## config.mk

```make
export PLATFORM = sky130hd
export DESIGN_NAME = vec_mem_sequencer
export DESIGN_NICKNAME = d
export VERILOG_FILES = /design/src/rtl/vec_pkg.sv /design/src/rtl/vec_mem_sequencer.sv
export SDC_FILE = /design/constraint.sdc
export NUM_CORES = 1
export LEC_CHECK = 0
export ABC_AREA = 1
export BUFFER_PORTS_ARGS = -buffer_cell sky130_fd_sc_hd__buf_2
export CAP_MARGIN = 20
export CORE_ASPECT_RATIO = 0.6
export CORE_MARGIN = 10
export CORE_UTILIZATION = 28
export DETAILED_ROUTE_END_ITERATION = 12
export PLACE_DENSITY = 0.47
export SLEW_MARGIN = 20
export SYNTH_ARGS = -nofsm -noshare
export SYNTH_HDL_FRONTEND = slang
export SYNTH_SLANG_ARGS = --single-unit
```

## constraint.sdc

```tcl
create_clock -name clk -period 7.8 [get_ports clk]
set_clock_uncertainty 0.15 [all_clocks]
set_input_delay 1.56 -clock clk [delete_from_list [all_inputs] [get_ports clk]]
set_output_delay 1.56 -clock clk [all_outputs]
set_load 0.005 [all_outputs]
```

## src/rtl/vec_pkg.sv

```systemverilog
// ---------------------------------------------------------------------------
// vec_pkg
// Shared vector-unit definitions: register/memory widths, beat count,
// the vector memory sequencer state encoding and the vector op codes
// used by decode and by the sequencer.
// ---------------------------------------------------------------------------
package vec_pkg;

    localparam int unsigned VLEN   = 128;
    localparam int unsigned XLEN   = 32;
    localparam int unsigned VRA_W  = 3;
    localparam int unsigned NWORDS = VLEN / XLEN;
    localparam int unsigned IDX_W  = (NWORDS > 1) ? $clog2(NWORDS) : 1;

    typedef enum logic [1:0] {
        SEQ_IDLE   = 2'd0,
        SEQ_XFER   = 2'd1,
        SEQ_FINISH = 2'd2
    } seq_state_e;

    typedef enum logic [4:0] {
        VOP_VADD     = 5'b00000,
        VOP_VSUB     = 5'b00001,
        VOP_VMUL     = 5'b00010,
        VOP_VLD      = 5'b00100,
        VOP_VST      = 5'b00101,
        VOP_VMOV_S2V = 5'b01000,
        VOP_VMOV_V2S = 5'b01001
    } vec_op_e;

endpackage

```

## src/rtl/vec_mem_sequencer.sv

```systemverilog
// ---------------------------------------------------------------------------
// vec_mem_sequencer
// Moves one VLEN-bit vector register through the XLEN-bit data-memory port,
// one word per beat (word 0 at the lowest address). Loads assemble the
// vector and write it to the vector RF; stores stream the captured source.
// The scalar front end is stalled for the whole transfer.
//
// Ports
//   clk, reset            clock, synchronous active-high reset
//   req_valid/store/addr  vector memory instruction from execute
//   req_vreg, req_wdata   vector register index / VST source data
//   stall                 freeze pipeline front end
//   mem_req/we/addr/      memory beat request, handshaked by mem_ready;
//   mem_wdata/wstrb       load data returns on mem_rdata with mem_ready
//   vrf_we/waddr/wdata    vector RF write port (loads only)
//   done, err             completion pulse; err marks a misaligned abort
// ---------------------------------------------------------------------------
module vec_mem_sequencer
    import vec_pkg::*;
(
    input  logic             clk,
    input  logic             reset,
    input  logic             req_valid,
    input  logic             req_store,
    input  logic [31:0]      req_addr,
    input  logic [VRA_W-1:0] req_vreg,
    input  logic [VLEN-1:0]  req_wdata,
    output logic             stall,
    output logic             mem_req,
    output logic             mem_we,
    output logic [31:0]      mem_addr,
    output logic [XLEN-1:0]  mem_wdata,
    output logic [3:0]       mem_wstrb,
    input  logic             mem_ready,
    input  logic [XLEN-1:0]  mem_rdata,
    output logic             vrf_we,
    output logic [VRA_W-1:0] vrf_waddr,
    output logic [VLEN-1:0]  vrf_wdata,
    output logic             done,
    output logic             err
);

    localparam logic [IDX_W-1:0] LAST_IDX = IDX_W'(NWORDS - 1);

    seq_state_e                   r_state;
    seq_state_e                   w_next;
    logic [IDX_W-1:0]             r_idx;
    logic                         r_err;
    logic [31:0]                  r_addr;
    logic [VRA_W-1:0]             r_vreg;
    logic                         r_store;
    logic [NWORDS-1:0][XLEN-1:0]  r_wdata;
    logic [NWORDS-1:0][XLEN-1:0]  r_buf;

    logic                         w_accept;
    logic                         w_beat;
    logic                         w_misaligned;
    logic [31:0]                  w_beat_addr;

    assign w_misaligned = (req_addr[1:0] != 2'b00);
    // Byte address of the current beat; wraps modulo 2^32.
    assign w_beat_addr  = r_addr + (32'(r_idx) << 2);
    assign vrf_wdata    = r_buf;

    // Control state, beat index and error flag.
    always_ff @(posedge clk) begin
        if (reset) begin
            r_state <= SEQ_IDLE;
            r_idx   <= '0;
            r_err   <= 1'b0;
        end else begin
            r_state <= w_next;
            if (w_accept) begin
                r_idx <= '0;
                r_err <= w_misaligned;
            end else if (w_beat && (r_idx != LAST_IDX)) begin
                r_idx <= r_idx + IDX_W'(1);
            end
        end
    end

    // Request capture and load assembly buffer; the buffer survives reset.
    always_ff @(posedge clk) begin
        if (w_accept) begin
            r_addr  <= req_addr;
            r_vreg  <= req_vreg;
            r_store <= req_store;
            r_wdata <= req_wdata;
        end
        if (w_beat && !r_store) begin
            r_buf[r_idx] <= mem_rdata;
        end
    end

    // Next state and outputs.
    always_comb begin
        w_next    = r_state;
        w_accept  = 1'b0;
        w_beat    = 1'b0;
        stall     = 1'b0;
        mem_req   = 1'b0;
        mem_we    = 1'b0;
        mem_addr  = '0;
        mem_wdata = '0;
        mem_wstrb = 4'h0;
        vrf_we    = 1'b0;
        vrf_waddr = '0;
        done      = 1'b0;
        err       = 1'b0;
        case (r_state)
            SEQ_IDLE: begin
                if (req_valid) begin
                    stall    = 1'b1;
                    w_accept = 1'b1;
                    // Misaligned requests skip memory entirely.
                    w_next   = w_misaligned ? SEQ_FINISH : SEQ_XFER;
                end
            end
            SEQ_XFER: begin
                stall     = 1'b1;
                mem_req   = 1'b1;
                mem_we    = r_store;
                mem_addr  = w_beat_addr;
                mem_wdata = r_wdata[r_idx];
                mem_wstrb = r_store ? 4'hF : 4'h0;
                if (mem_ready) begin
                    w_beat = 1'b1;
                    if (r_idx == LAST_IDX) begin
                        w_next = SEQ_FINISH;
                    end
                end
            end
            SEQ_FINISH: begin
                done   = 1'b1;
                err    = r_err;
                w_next = SEQ_IDLE;
                if (!r_store && !r_err) begin
                    vrf_we    = 1'b1;
                    vrf_waddr = r_vreg;
                end
            end
            default: begin
                w_next = SEQ_IDLE;
            end
        endcase
    end

endmodule

```

# == Word level (Yosys, flattened, before mapping) ==
# Index checks and enable logic that the tools add are counted.
# totals
out_inout_bits,205
ff_bits,297
elab_cells,62
# classes
add_sub_neg,2
reduce_logical,10
n_eq_ne,7
mux,27
magnitude_cmp,2
# op_table
operator,count
$bwmux 128,1
$mux 32,4
$bmux 32 s2,1
$demux 32 s2,1
$add 32x4->32,1
$mux 1,10
$mux 2,4
$mux 4,2
$ne 2x2->1 const B,4
$mux 3,2
$eq 2x2->1 const B,2
$logic_and 1x1->1,4
$pmux 2 s2,1
$lt 2x3->1 const B,1
$reduce_and 3->1,1
$add 2x1->2 const B,1
$eq 2x1->1 const B,1
$ge 2x1->1 const B,1
$logic_not 1->1,2
$logic_not 2->1,1
$pmux 1 s2,1
$reduce_bool 2->1,1
$reduce_or 2->1,1

# == Depth between registers and ports, before layout ==
# Gate-level depths: netlist of the first run.
# depth
depth_word,5
depth_mapped,10
mapped_depth_nobuf,10

# == Worst setup path after synthesis of the first run ==
# Ideal clock, no wire load.
# synth_path
path_kind,in2reg
startpoint,input port req_valid
endpoint,register r_addr[0] (enable)
stages,2
slack_ps,2296
setup_ps,517
required_ps,7133
n_path_buf,0
arrival_ps,4837
path_cell_list,nand2_1 inv_1
# synth_via
elab_chain_cells,2
# synth_rtl
item,line_no,source
from (decl),vec_mem_sequencer.sv:23,"input logic req_valid,"
$mux 1,vec_mem_sequencer.sv:112,if (req_valid) begin
$mux 1,vec_mem_sequencer.sv:110,case (r_state)
named net w_accept,vec_mem_sequencer.sv:55,logic w_accept;
to (signal assigned),vec_mem_sequencer.sv:85,r_addr <= req_addr;
to (decl),vec_mem_sequencer.sv:49,logic [31:0] r_addr;
# The timed path passes the listed nets, and every way through them passes these cells.
# A chain may end at the register's enable or synchronous reset.

# == Worst setup path after layout of the first run ==
# layout_path
startpoint,register r_state[0]
endpoint,output port mem_wstrb[1]
# layout_via
elab_chain_cells,2
# layout_rtl
item,line_no,source
from (decl),vec_mem_sequencer.sv:45,seq_state_e r_state;
from (signal assigned),vec_mem_sequencer.sv:72,r_state <= w_next;
$eq 2x1->1,vec_mem_sequencer.sv:110,
$mux 4,vec_mem_sequencer.sv:110,
to (decl),vec_mem_sequencer.sv:33,"output logic [3:0] mem_wstrb,"
# No other way between the ends.

==> run summary, run 1 <==
The flow ran to the end, and the final reports show no timing, DRC or antenna violations. The via count of the first global-routing pass came out at 8,122. The required time reported for the critical path endpoint is 6090 ps. The first-pass GRT wire length is ~54,000 µm. The normalized max-slew margin came out at 0.3508. The starting DRC count in detailed routing is between 500 and 600. Yosys printed 0 warnings. The layout cell share with drive strength beyond 1 came out at 0.3818. Static timing analysis puts the maximum clock frequency at 233.8 MHz. The placeable core area came out at roughly 0.039 mm².

Setup repair after global routing left no endpoint under its margin. The average cell area after synthesis is 13.52 µm². In the global route stage, overall resource usage came out at 0.1452. The number of nets with antenna violations after detailed routing came out at 0. The worst-case register-to-register setup slack is between 4000 and 5000 ps.

The flip-flop and latch count after synthesis came out at a little under 300. The latest clock arrival within the worst-skew pair is about 560 ps. The area added between synthesis and finish is 31.53%.

Clock tree synthesis found a total of just under 300 sinks. Dividing the detail-routed wire length by the instance count gives 20.51 µm. The routed layout has about 7,900 vias. Synthesis produced a netlist whose cell count is ~840. The leading cell type in the layout, fill and taps excluded is buf_2. The floorplan has 56 rows. In the layout the commonest cells are buf_2, edfxtp_1, nor2_1, nand2_1, o21ai_0.

The transition time at the pin with the least slew margin came out at roughly 970 ps. The post-synthesis instance area came out at between 0.01 and 0.015 mm². The worst setup path is captured at an output pin. The starting utilization of the core area came out at 0.2863. The depth of the CTS H-tree came out at 1.

CTS placed an instance of clkbuf_16 at the clock tree root. The pin count of the biggest net entering global routing came out at slightly above 90. The global placer's final weighted congestion is around 0.76. The buffers inserted during post-CTS setup optimization is 0.

The number of failing setup endpoints in the final timing report came out at 0. Summed over all layers, the routed wires come to around 37,000 µm. For this run, the register share of the synthesized area comes to 0.7854.

The clock period minus worst slack is about 4300 ps. The initial antenna violation count came out at 5. The hold buffer count at CTS came out at 0. From bottom edge to top edge, the die measures 175.6 µm. The async set-reset flop share out of synthesis came out at 0. The count of maximum capacitance violations is 0. The number of nets in the layout came out at between 1,000 and 1,500. Counting flops with a built-in enable in the synthesized netlist gives 292. The aggregate negative setup slack came out at 0 ps. In the synthesized netlist the dominant register cell turns out to be edfxtp_1. The worst-case IR drop observed on VDD is 0.1506 mV. The ratio of total power to cell area is about 230 mW/mm².

The non-filler instance count after layout is 1,796. The number of detailed-route iterations in the first pass is 5. Of all nets on the critical path, the largest fanout is 44. The number of nets handed over by synthesis was around 1,000.

Buffers placed on the I/O ports in this run total roughly 400. The I/O pin total came out at approximately 400. The maximum number of buffers from clock root to sink is 3. The critical path data arrival time came out at roughly 2600 ps.

The die covers slightly below 0.05 mm². After synthesis, the netlist uses 33 different library cells. The mean number of vias per cell came out at approximately 4.4. The reported leakage power is about 6.0 nW.

For this run, design rule violations remaining after detail routing come to 0. The clock transition at the registers of the reported paths came out at approximately 60 ps. The final period utilization came out at 0.5484. STA classifies the critical path startpoint as a register.

The post-DP HPWL came out at between 20,000 and 30,000 µm. TritonCTS built the clock tree. The final number of hold-violating endpoints came out at 0. The worst min-delay path category is register to register.

The number of clock buffers added by TritonCTS is 30. The critical path in this run is classified as register to output pin. In this run, placement finished with an instance count of about 1,700. For this run the aggregate overflow at the end of global routing stands at 0. The max-slew violation count came to 0.

The number of instances resized during post-cts repair is 0. The chip width came out at roughly 280 µm.
==> per-layer routing <==
layer	part of all wire	GRT usage	wire length [µm]	vias up
met5	0.00073	0	27	-
met4	0.020	0.03182	727	4
met3	0.067	0.04089	2456	49
met2	0.48	0.2436	17790	246
met1	0.43	0.1840	15840	3809
li1	-	-	-	3751
==> sequential cells by signal, summed over array words and instances (netlist names) <==
signal,cells
r_wdata,128
vrf_wdata,128
r_addr,32
r_vreg,3
r_idx,2
r_state,2
r_err,1
r_store,1
==> path summary, 6_finish.rpt <==
check | start | endpoint | cells past startpoint
max | r_state[0] | mem_wstrb[1] | 6
min reg2reg | r_err | r_err | 2
min | r_err | r_err | 2
max reg2reg | r_state[0] | vrf_wdata[116] | 5
==> power by group <==
| part | total (mW) | switching [mW] | internal [mW] |
|---|---|---|---|
| registers | 1.87 | 0.0267 | 1.84 |
| clock network | 1.39 | 0.642 | 0.743 |
| logic | 0.193 | 0.122 | 0.0704 |
==> per-stage QoR <==
stage	utilization	hold slack (ps)	total power, mW	instance area [µm²]	setup WS [ps]
5_1_grt	0.3765	405.9	3.593	14850	3267
4_1_cts	0.3765	363.0	3.502	14850	3445
3_5_place_dp	0.3530	347.8	2.098	13920	3793
6_report	0.3765	355.5	3.444	14850	3523
3_3_place_gp	0.3529	346.9	2.095	13920	3788
2_1_floorplan	-	302.7	1.991	11290	2296
==> area by class of cell <==
cell class	count	area, µm²
Tap cell	522	653.1
Sequential cell	297	8871
Timing Repair Buffer	413	2090
Antenna cell	1	2.502
Clock inverter	22	161.4
Inverter	44	172.7
Fill cell	3877	24590
Clock buffer	34	765.7
Multi-Input combinational cell	463	2137
==> kinds of logic (layout without fill, tap and decap cells) <==
family / count (synthesis) / count (layout) / share of synthesized area
XOR/XNOR: 5 / 5 / 0.003878
buffers and inverters: 75 / 513 / 0.02803
other: 0 / 1 / 0
flip-flops: 297 / 297 / 0.7854
AND/OR/NAND/NOR: 332 / 332 / 0.1207
AO/OA/AOI/OAI: 119 / 119 / 0.05363
adder cells (fa/ha/maj): 7 / 7 / 0.008421
==> synth_stat cells, types with 11 or more instances <==
library cell / number / area, µm²
a21oi_1: 44 / 220.2
clkbuf_1: 11 / 41.29
inv_1: 41 / 153.9
o21ai_0: 68 / 340.3
buf_2: 13 / 65.06
nor2_1: 207 / 777.0
nand2_1: 81 / 304.0
nand3_1: 13 / 65.06
edfxtp_1: 292 / 8768
==> worst max-delay path: stages (launching register included) <==
cell     delay, ps
dfxtp_1        380
inv_1           90
nor2_4         430
inv_2          230
buf_4          370
nor2_1         310
buf_2          180
No activity file was read; power rests on OpenSTA's default activity.
==> run 2, diff against run 1 <==
clock period = 4.4 ns   (was 7.8 ns; I/O delays follow)
==> run 2 against run 1 <==
Effect of this change: first-iteration DRC count down 6.7%; clock-buffer cell count stayed put; sequential share of layout area shrank 0.43 points; non-clock buffer count grew 3; setup slack worse by 2500 ps.
==> run summary, run 2 (synthesis results as in run 1) <==
The flow ran to the end, and the final reports show no timing, DRC or antenna violations. The number of buffers added by the clock tree synthesis step was 30 (unchanged). The maximum number of buffers from clock root to sink is 3 (unchanged). The area added between synthesis and finish is 32.49%.

The critical path startpoint is r_addr[2]. The worst flop-to-flop path startpoint is r_state[0]. The I/O pin total is 405 (unchanged). The critical path goes through ha_1 -> fa_1 -> nand2_2 -> nor2_4 -> nand2_4 -> nor2_2 -> o21ai_0 -> nor2_1 -> buf_2. Setup repair after global routing left no endpoint under its margin. The number of input and output port buffers inserted is 404 (unchanged).

The total track usage came out at 0.1436 (-0.001687). The ratio of total power to cell area is 416.4 mW/mm² (+80%). The via count of the first global-routing pass came to 8,013 (-1.3%).

The top cell types in the final layout, fill and taps aside, are buf_2, edfxtp_1, nor2_1, nand2_1, o21ai_0. The type of the setup path with the least slack is register to output pin. The layout filler cell count came out at 3,890 (+0.34%). The chip width came out at 279.3 µm (unchanged).

The cell at the root of the clock tree is clkbuf_16. The clock transition at the registers of the reported paths came out at 60 ps (about the same). The worst min-delay path category is input pin to register. The global placer's final weighted congestion came out at 0.8020 (+5.8%). The critical path's top delay family is adder cells. For this run, the top clock speed supported by timing is approximately 290 MHz.

The internal power came to 4.869 mW (+83%). The normalized max-slew margin is 0.3197 (-0.03109). The placeable core area came out at 0.03945 mm² (unchanged). The number of placement rows is 56 (unchanged). The final non-filler cell area is 0.01496 mm² (+0.72%). The remaining routing DRC violations came out at 0 (unchanged). The instance area at placement is 0.01394 mm² (+0.12%).

The highest ir drop seen on vdd came out at 0.2633 mV (+75%). The slowest stage of the critical path is the fa_1 cell. The delay of the slowest cell on the worst path came out at 450 ps (+20 ps).

The post-DP HPWL was 27,130 µm (+0.90%). The critical path data arrival time came out at 2390 ps (-180 ps). The count of maximum capacitance violations is 0 (unchanged). The hold slack came to 324.3 ps (-31.12 ps).

The number of instances resized during post-cts repair came out at 0 (unchanged). The sequential share of power came out at 0.531 (-0.011). The required time reported for the critical path endpoint came out at 3370 ps (-2720 ps).

The depth of the CTS H-tree came out at 1 (unchanged). The area enclosed by the die boundary is 0.04903 mm² (unchanged). The switching share of power came to 0.2184 (-0.01117). The worst setup path is launched from a register. The final number of hold-violating endpoints is 0 (unchanged). The detailed-route wire length was 36,630 µm (-0.58%).

The power dissipated by switching net loads came out at 1.361 mW (+72%). The maximum fanout count along the critical path is 5 (-89%). The max-slew violation count came to 0 (unchanged).

The mean number of vias per cell came to 4.367 (-0.19%). The starting DRC count in detailed routing is 519 (-6.7%). The starting utilization of the core area was 0.2863 (unchanged). The final period utilization came out at 0.7768. The buffers inserted during post-CTS setup optimization came out at 0 (unchanged).

The buffers plus inverters on the worst setup path is 1 (-3). The number of nets in the layout is 1,459 (+0.21%). The transition time at the pin with the least slew margin was 1018 ps (+44.23 ps). The first-pass GRT wire length was 53,610 µm (-1.6%). Counting I/O delays and the setup requirement, the final critical path takes between 3000 and 4000 ps. The number of nets with antenna violations after detailed routing was 0 (unchanged).

The number of vias after detailed routing is 7,844 (-0.19%). The pin count of the biggest net entering global routing came out at 89 (-4.3%). The aggregate negative setup slack came out at 0 ps (unchanged).

The number of detailed-route iterations in the first pass was 5 (unchanged). The reported leakage power is 6.019 nW (+0.57%). The worst setup path is captured at an output pin.

The logic gate share of total power is 0.057 (about the same). The latest clock arrival within the worst-skew pair is 580 ps (+20 ps). The count of clock tree sinks is 297 (unchanged). The clock group share of total power came out at 0.412 (+0.010). The number of failing setup endpoints in the final timing report is 0 (unchanged). The clock tree from TritonCTS is built.

The post-detailed-route wirelength per cell came to 20.39 µm (-0.58%). The startpoint of the most critical hold path is req_wdata[0]. The initial antenna violation count is 3 (-2).

The layout cell share with drive strength beyond 1 is 0.3816 (about the same). The hold buffer count at CTS was 0 (unchanged). The height of the die came out at 175.6 µm (unchanged). The leading cell type in the layout, fill and taps excluded is buf_2. The global-route congestion overflow total came out at 0 (unchanged).
run 2: cell types whose count changed in the layout (fill, tap and decap cells not counted), sizes merged:
cell      before  now
clkinv        19   12
bufinv         1    4
diode          1    3
clkinvlp       2    3
buf          413  416
inv           44   42
run 2: final cells by class:
class | instances | area (µm²) | area share
well taps | 522 | 653.1 | 0.04366
flip-flops and latches | 297 | 8871 | 0.5930
inverters | 44 | 168.9 | 0.01129
clock buffers | 34 | 765.7 | 0.05118
repair buffers | 416 | 2150 | 0.1437
multi-input cells | 463 | 2137 | 0.1428
clock inverters | 17 | 207.7 | 0.01388
diodes | 3 | 7.507 | 0.0005018
run 2: final timing paths:
check                         to  slack, ps  cells after the start
setup reg to reg  vrf_wdata[105]       1670                      6
hold / removal        r_wdata[0]        320                      1
hold reg to reg            r_err        370                      2
setup / recovery    mem_addr[14]        980                      9
run 2: metrics by stage:
step                total power, mW  std cells    util  setup WS, ps
CTS                           6.342       1791  0.3780         895.5
detailed placement            3.730       1740  0.3534          1456
finish                        6.230       1796  0.3793         981.9
floorplan                     3.523        835       -         292.4
global route                  6.508       1796  0.3793         801.2
global placement              3.726       1740  0.3534          1516
run 2: power by group through the flow:
| stage | registers [mW] | logic (mW) | clock network (mW) |
|---|---|---|---|
| global route | 3.32 | 0.401 | 2.79 |
| detailed placement | 3.37 | 0.362 | 0 |
| CTS | 3.31 | 0.363 | 2.67 |
| floorplan | 3.37 | 0.158 | 0 |
| finish | 3.31 | 0.353 | 2.57 |
| global placement | 3.37 | 0.357 | 0 |
run 2: routing by layer:
layer	wire length, µm	GRT usage
met2	18470	0.2502
met5	0	0
met3	1947	0.03547
met1	15120	0.1720
met4	1088	0.04604
